<file path="src/rtl/wb_evict_buffer.sv">
// Write-back eviction buffer: queues dirty victims, coalesces repeat addresses,
// drains through a req/ack handshake and serves miss-path lookups from queued data.
module wb_evict_buffer #(
    parameter int ADDR_W = 32,
    parameter int DATA_W = 32,
    parameter int DEPTH  = 4
) (
    input  logic                     clk,
    input  logic                     reset,
    input  logic                     evict_valid,
    input  logic [ADDR_W-1:0]        evict_addr,
    input  logic [DATA_W-1:0]        evict_data,
    output logic                     evict_ready,
    input  logic [ADDR_W-1:0]        lookup_addr,
    output logic                     lookup_hit,
    output logic [DATA_W-1:0]        lookup_data,
    output logic                     mem_req,
    output logic [ADDR_W-1:0]        mem_addr,
    output logic [DATA_W-1:0]        mem_wdata,
    input  logic                     mem_ack,
    output logic [$clog2(DEPTH):0]   count,
    output logic                     full,
    output logic                     empty
);
    localparam int PW = $clog2(DEPTH);
    localparam int CW = PW + 1;

    typedef enum logic {IDLE, REQ} state_t;

    state_t              state_reg, state_next;
    logic [PW-1:0]       head_reg, tail_reg;
    logic [CW-1:0]       count_reg;
    logic [DEPTH-1:0]    valid_reg;
    logic [ADDR_W-1:0]   addr_mem [DEPTH];
    logic [DATA_W-1:0]   data_mem [DEPTH];

    logic [DEPTH-1:0]    lk_match, co_match;
    logic                co_hit;
    logic [PW-1:0]       co_idx, scan_idx;
    logic                accept, alloc, pop;

    assign full        = (count_reg == CW'(DEPTH));
    assign empty       = (count_reg == '0);
    assign count       = count_reg;
    assign evict_ready = !full;
    assign mem_req     = (state_reg == REQ);
    assign mem_addr    = empty ? '0 : addr_mem[head_reg];
    assign mem_wdata   = empty ? '0 : data_mem[head_reg];

    assign accept = evict_valid && evict_ready;
    assign alloc  = accept && !co_hit;
    assign pop    = (state_reg == REQ) && mem_ack;

    // The head is frozen while presented to memory, so it is never a coalesce target in REQ.
    genvar gi;
    generate
        for (gi = 0; gi < DEPTH; gi++) begin : g_match
            assign lk_match[gi] = valid_reg[gi] && (addr_mem[gi] == lookup_addr);
            assign co_match[gi] = valid_reg[gi] && (addr_mem[gi] == evict_addr)
                                  && !((state_reg == REQ) && (head_reg == PW'(gi)));
        end
    endgenerate

    always_comb begin
        co_hit = 1'b0;
        co_idx = '0;
        for (int i = 0; i < DEPTH; i++) begin
            if (co_match[i]) begin
                co_hit = 1'b1;
                co_idx = PW'(i);
            end
        end
    end

    // Scan oldest to newest so the entry closest to tail wins on duplicates.
    always_comb begin
        lookup_hit  = 1'b0;
        lookup_data = '0;
        scan_idx    = '0;
        for (int i = 0; i < DEPTH; i++) begin
            scan_idx = head_reg + PW'(i);
            if (lk_match[scan_idx]) begin
                lookup_hit  = 1'b1;
                lookup_data = data_mem[scan_idx];
            end
        end
    end

    always_comb begin
        state_next = state_reg;
        case (state_reg)
            IDLE:    if (!empty) state_next = REQ;
            REQ:     if (mem_ack) state_next = IDLE;
            default: state_next = IDLE;
        endcase
    end

    always_ff @(posedge clk or posedge reset) begin
        if (reset) begin
            state_reg <= IDLE;
            head_reg  <= '0;
            tail_reg  <= '0;
            count_reg <= '0;
            valid_reg <= '0;
            for (int i = 0; i < DEPTH; i++) begin
                addr_mem[i] <= '0;
                data_mem[i] <= '0;
            end
        end else begin
            state_reg <= state_next;
            if (pop) begin
                valid_reg[head_reg] <= 1'b0;
                head_reg            <= head_reg + PW'(1);
            end
            if (alloc) begin
                addr_mem[tail_reg]  <= evict_addr;
                data_mem[tail_reg]  <= evict_data;
                valid_reg[tail_reg] <= 1'b1;
                tail_reg            <= tail_reg + PW'(1);
            end else if (accept) begin
                data_mem[co_idx] <= evict_data;
            end
            case ({alloc, pop})
                2'b10:   count_reg <= count_reg + CW'(1);
                2'b01:   count_reg <= count_reg - CW'(1);
                default: count_reg <= count_reg;
            endcase
        end
    end
endmodule
</file>
<file path="config.mk">
export PLATFORM = sky130hd
export DESIGN_NAME = wb_evict_buffer
export DESIGN_NICKNAME = d
export VERILOG_FILES = /design/src/rtl/wb_evict_buffer.sv
export SDC_FILE = /design/constraint.sdc
export NUM_CORES = 1
export LEC_CHECK = 0
export ABC_CLOCK_PERIOD_IN_PS = 25100
export CORE_MARGIN = 2
export CORE_UTILIZATION = 55
export CTS_BUF_LIST = sky130_fd_sc_hd__clkbuf_4
export DETAILED_ROUTE_END_ITERATION = 10
export GPL_TIMING_DRIVEN = 0
export PLACE_DENSITY = 0.78
export SKIP_CTS_REPAIR_TIMING = 1
export SLEW_MARGIN = 15
export SYNTH_ARGS = -nofsm -noshare
export SYNTH_HDL_FRONTEND = slang
export SYNTH_SLANG_ARGS = --single-unit
</file>
<file path="constraint.sdc">
create_clock -name clk -period 25.1 [get_ports clk]
set_input_delay 3.765 -clock clk [delete_from_list [all_inputs] [get_ports clk]]
set_output_delay 3.765 -clock clk [all_outputs]
set_load 0.02 [all_outputs]
</file>
==> key figures <==
Synthesis
  – EDFF count, synth: 0
  – Cells after Synth: 1559
  – Top_reg_cell synth: dfrtp_1
  – Synth top area cells: dfrtp_1, mux4_2, mux2_2
  – Commonest cells post-synth: dfrtp_1, mux2_2, xnor2_1, mux4_2, mux2_1
  – Synth Cell Area: 0.0190 mm2
  – Synth cell types: 49
  – Synth warnings: 0
  – Biggest area consumer among synthesized cells: dfrtp_1
  – #FFs+latches synth: 268
  – Syn_area_per_cell: 12.2 um2
  – Dominant cell by count in the synthesized netlist: dfrtp_1
  – Syn nets: 1669
  – Seq/Total Area, Yosys: 0.353
  – Post-synth top area share: 0.353
  – Ys async rst share: 1.00

Pwr
  – Cell Pwr Density: 151 mW/mm2
  – IR drop worst, VDD: 0.114 mV
  – Static leakage: 0.00871 uW

Timing
  – Fin Hold WS: 0.515 ns
  – Fin. Hold Viols: 0
  – Max frequency: 84.0 MHz
  – Setup TNS Final: 0 ns
  – Final setup viols: 0
  – Max-slew headroom: 0.314
  – RSZ-0062 raised after global routing: false
  – Slew @ Worst Pin: 1.03 ns
  – Fin crit share: 0.474
  – Crit path time final: 11.91 ns
  – Max-slew violations: 0
  – Clock skew: 0.0927 ns

GRT
  – Largest net degree at the start of global routing: 108
  – Total Routing Usage GR: 0.352
  – First-pass GRT wire length: 93800 um
  – Antenna violations before repair: 3
  – GRT overflow: 0
  – Vias in the first global route: 15000

Layout
  – Final nets: 1897
  – Layout cells sized above 1: 0.295
  – Final core utilization: 0.644
  – Synthesis-to-finish area growth: 16.1%

Route
  – Initial DRT Pass Iterations: 6
  – Initial DRC count: 1403
  – Routed wire length: 62900 um
  – DR vias: 14800
  – Vias/cell: 6.46
  – Drt drc: 0
  – Wire length per cell: 27.4 um
  – Antenna-violating nets left: 0

Die
  – Chip width: 190 um
  – Core footprint: 0.0343 mm2
  – I/O pin cnt: 204
  – Area of the die: 0.0361 mm2
  – Row count: 68
  – Initial Util: 0.555
  – Die Span Y: 190 um

CTS
  – Clk sinks: 268
  – H-tree levels: 3
  – Clk pin slew, worst setup/hold paths: 0.07 ns
  – Num CTS Buffers: 77
  – Clock Latency Late Sink: 0.79 ns
  – CTS tree: built
  – Root Driver: clkbuf_4
  – Bufs on Longest Clock Path: 3

Worst setup path
  – Required @ worst endpoint: 21.33 ns
  – Critical Path Source Type: input port
  – CP dominant cell by count: clkdlybuf4s50_1
  – CP arrival: 8.14 ns
  – Critical Path Slowest Stage Cell: clkbuf_1
  – CP Class: in -> out
  – Crit-path cells: clkdlybuf4s50_1 -> xor2_1 -> nor4_1 -> and3_1 -> nand4_1 -> a21oi_1 -> clkbuf_1 -> a221oi_1 -> o22ai_1 -> clkdlybuf4s50_1
  – Max incr delay on CP: 0.73 ns
  – Crit. End Element: output port
  – CP max FO: 10

Status
  – Result of the run: completed

Min path
  – Hold/Removal Path Class: reg -> reg

Place
  – HPWL after detailed placement: 46500 um
  – GP Congestion: 1.08
  – # port buffers: 147

Flow run
  – Max-cap violations: 0
report_power, final:
part	total (uW)	internal [uW]	switching, uW
Sequential	969	655	314
Clock	416	216	200
Combinational	1960	1030	927
Total	3340	1900	1440
metal layers:
metal | share of wire | track usage | up-vias | wire [um]
li1 | - | - | 6239 | -
met1 | 0.40 | 0.470 | 7567 | 25100
met2 | 0.47 | 0.565 | 855 | 29700
met3 | 0.094 | 0.0784 | 163 | 5940
met4 | 0.035 | 0.129 | 0 | 2220
met5 | 0 | 0 | - | 0
through the flow:
stage	setup WS (ns)	cell area, um2	total power, uW	instances
after detailed placement	13.42	21100	2890	2163
after global placement	10.57	21100	2840	2161
after floorplan	13.95	19000	2210	1559
after CTS	13.41	22100	3320	2292
final	13.19	22100	3340	2294
after global routing	13.18	22100	3500	2294
area by class of cell:
cell class,count,area (um2)
Buffer,149,704
Clock inverter,23,164
Tap cell,455,569
Sequential cell,268,6710
Clock buffer,106,796
Timing Repair Buffer,149,1530
Antenna cell,2,5.00
Inverter,15,63.8
Fill cell,2680,12200
Multi-Input combinational cell,1127,11600
layout by cell type, fill, tap and decap left out, types with 7 or more instances in the layout:
cell,Yosys,final
a221oi_1,31,31
and2_1,36,36
buf_1,9,9
buf_2,71,71
buf_6,7,7
clkbuf_1,61,61
clkbuf_4,0,106
clkdlybuf4s50_1,0,147
clkinv_1,1,14
dfrtp_1,268,268
ha_1,9,9
inv_1,14,13
mux2_1,117,117
mux2_2,205,205
mux2i_1,38,38
mux4_2,129,129
nand2_1,27,27
nand3_1,19,19
nand4_1,47,47
nor2_1,41,41
nor2b_1,64,64
nor3_1,11,11
nor4_1,22,22
o22ai_1,31,31
xnor2_1,185,185
xor2_1,73,73
final timing paths:
path                                      start              end  slack (ns)  cells past startpoint
max in group asynchronous                 reset     data_mem[91]       20.25                      4
worst max register to register      head_reg[0]         count[2]       20.58                     16
worst max-delay path            lookup_addr[26]  lookup_data[29]       13.19                     10
worst min register to register         count[2]         count[2]        0.51                      1
min in group asynchronous                 reset     addr_mem[90]        3.42                      2
worst min-delay path                   count[2]         count[2]        0.51                      1
worst max-delay path, delay by kind of cell:
kind	cells	cell delay, ns
compound gates	3	0.94
simple gates	3	1.21
xor+xnor	1	0.20
buf+inv	3	2.01
kinds of logic after synthesis:
group,synth area share
mux,0.363
simple gates,0.0875
flops,0.353
xor+xnor,0.119
buf+inv,0.0400
compound gates,0.0309
fa+ha+maj,0.00697
Power figures use the tool's default switching activity.
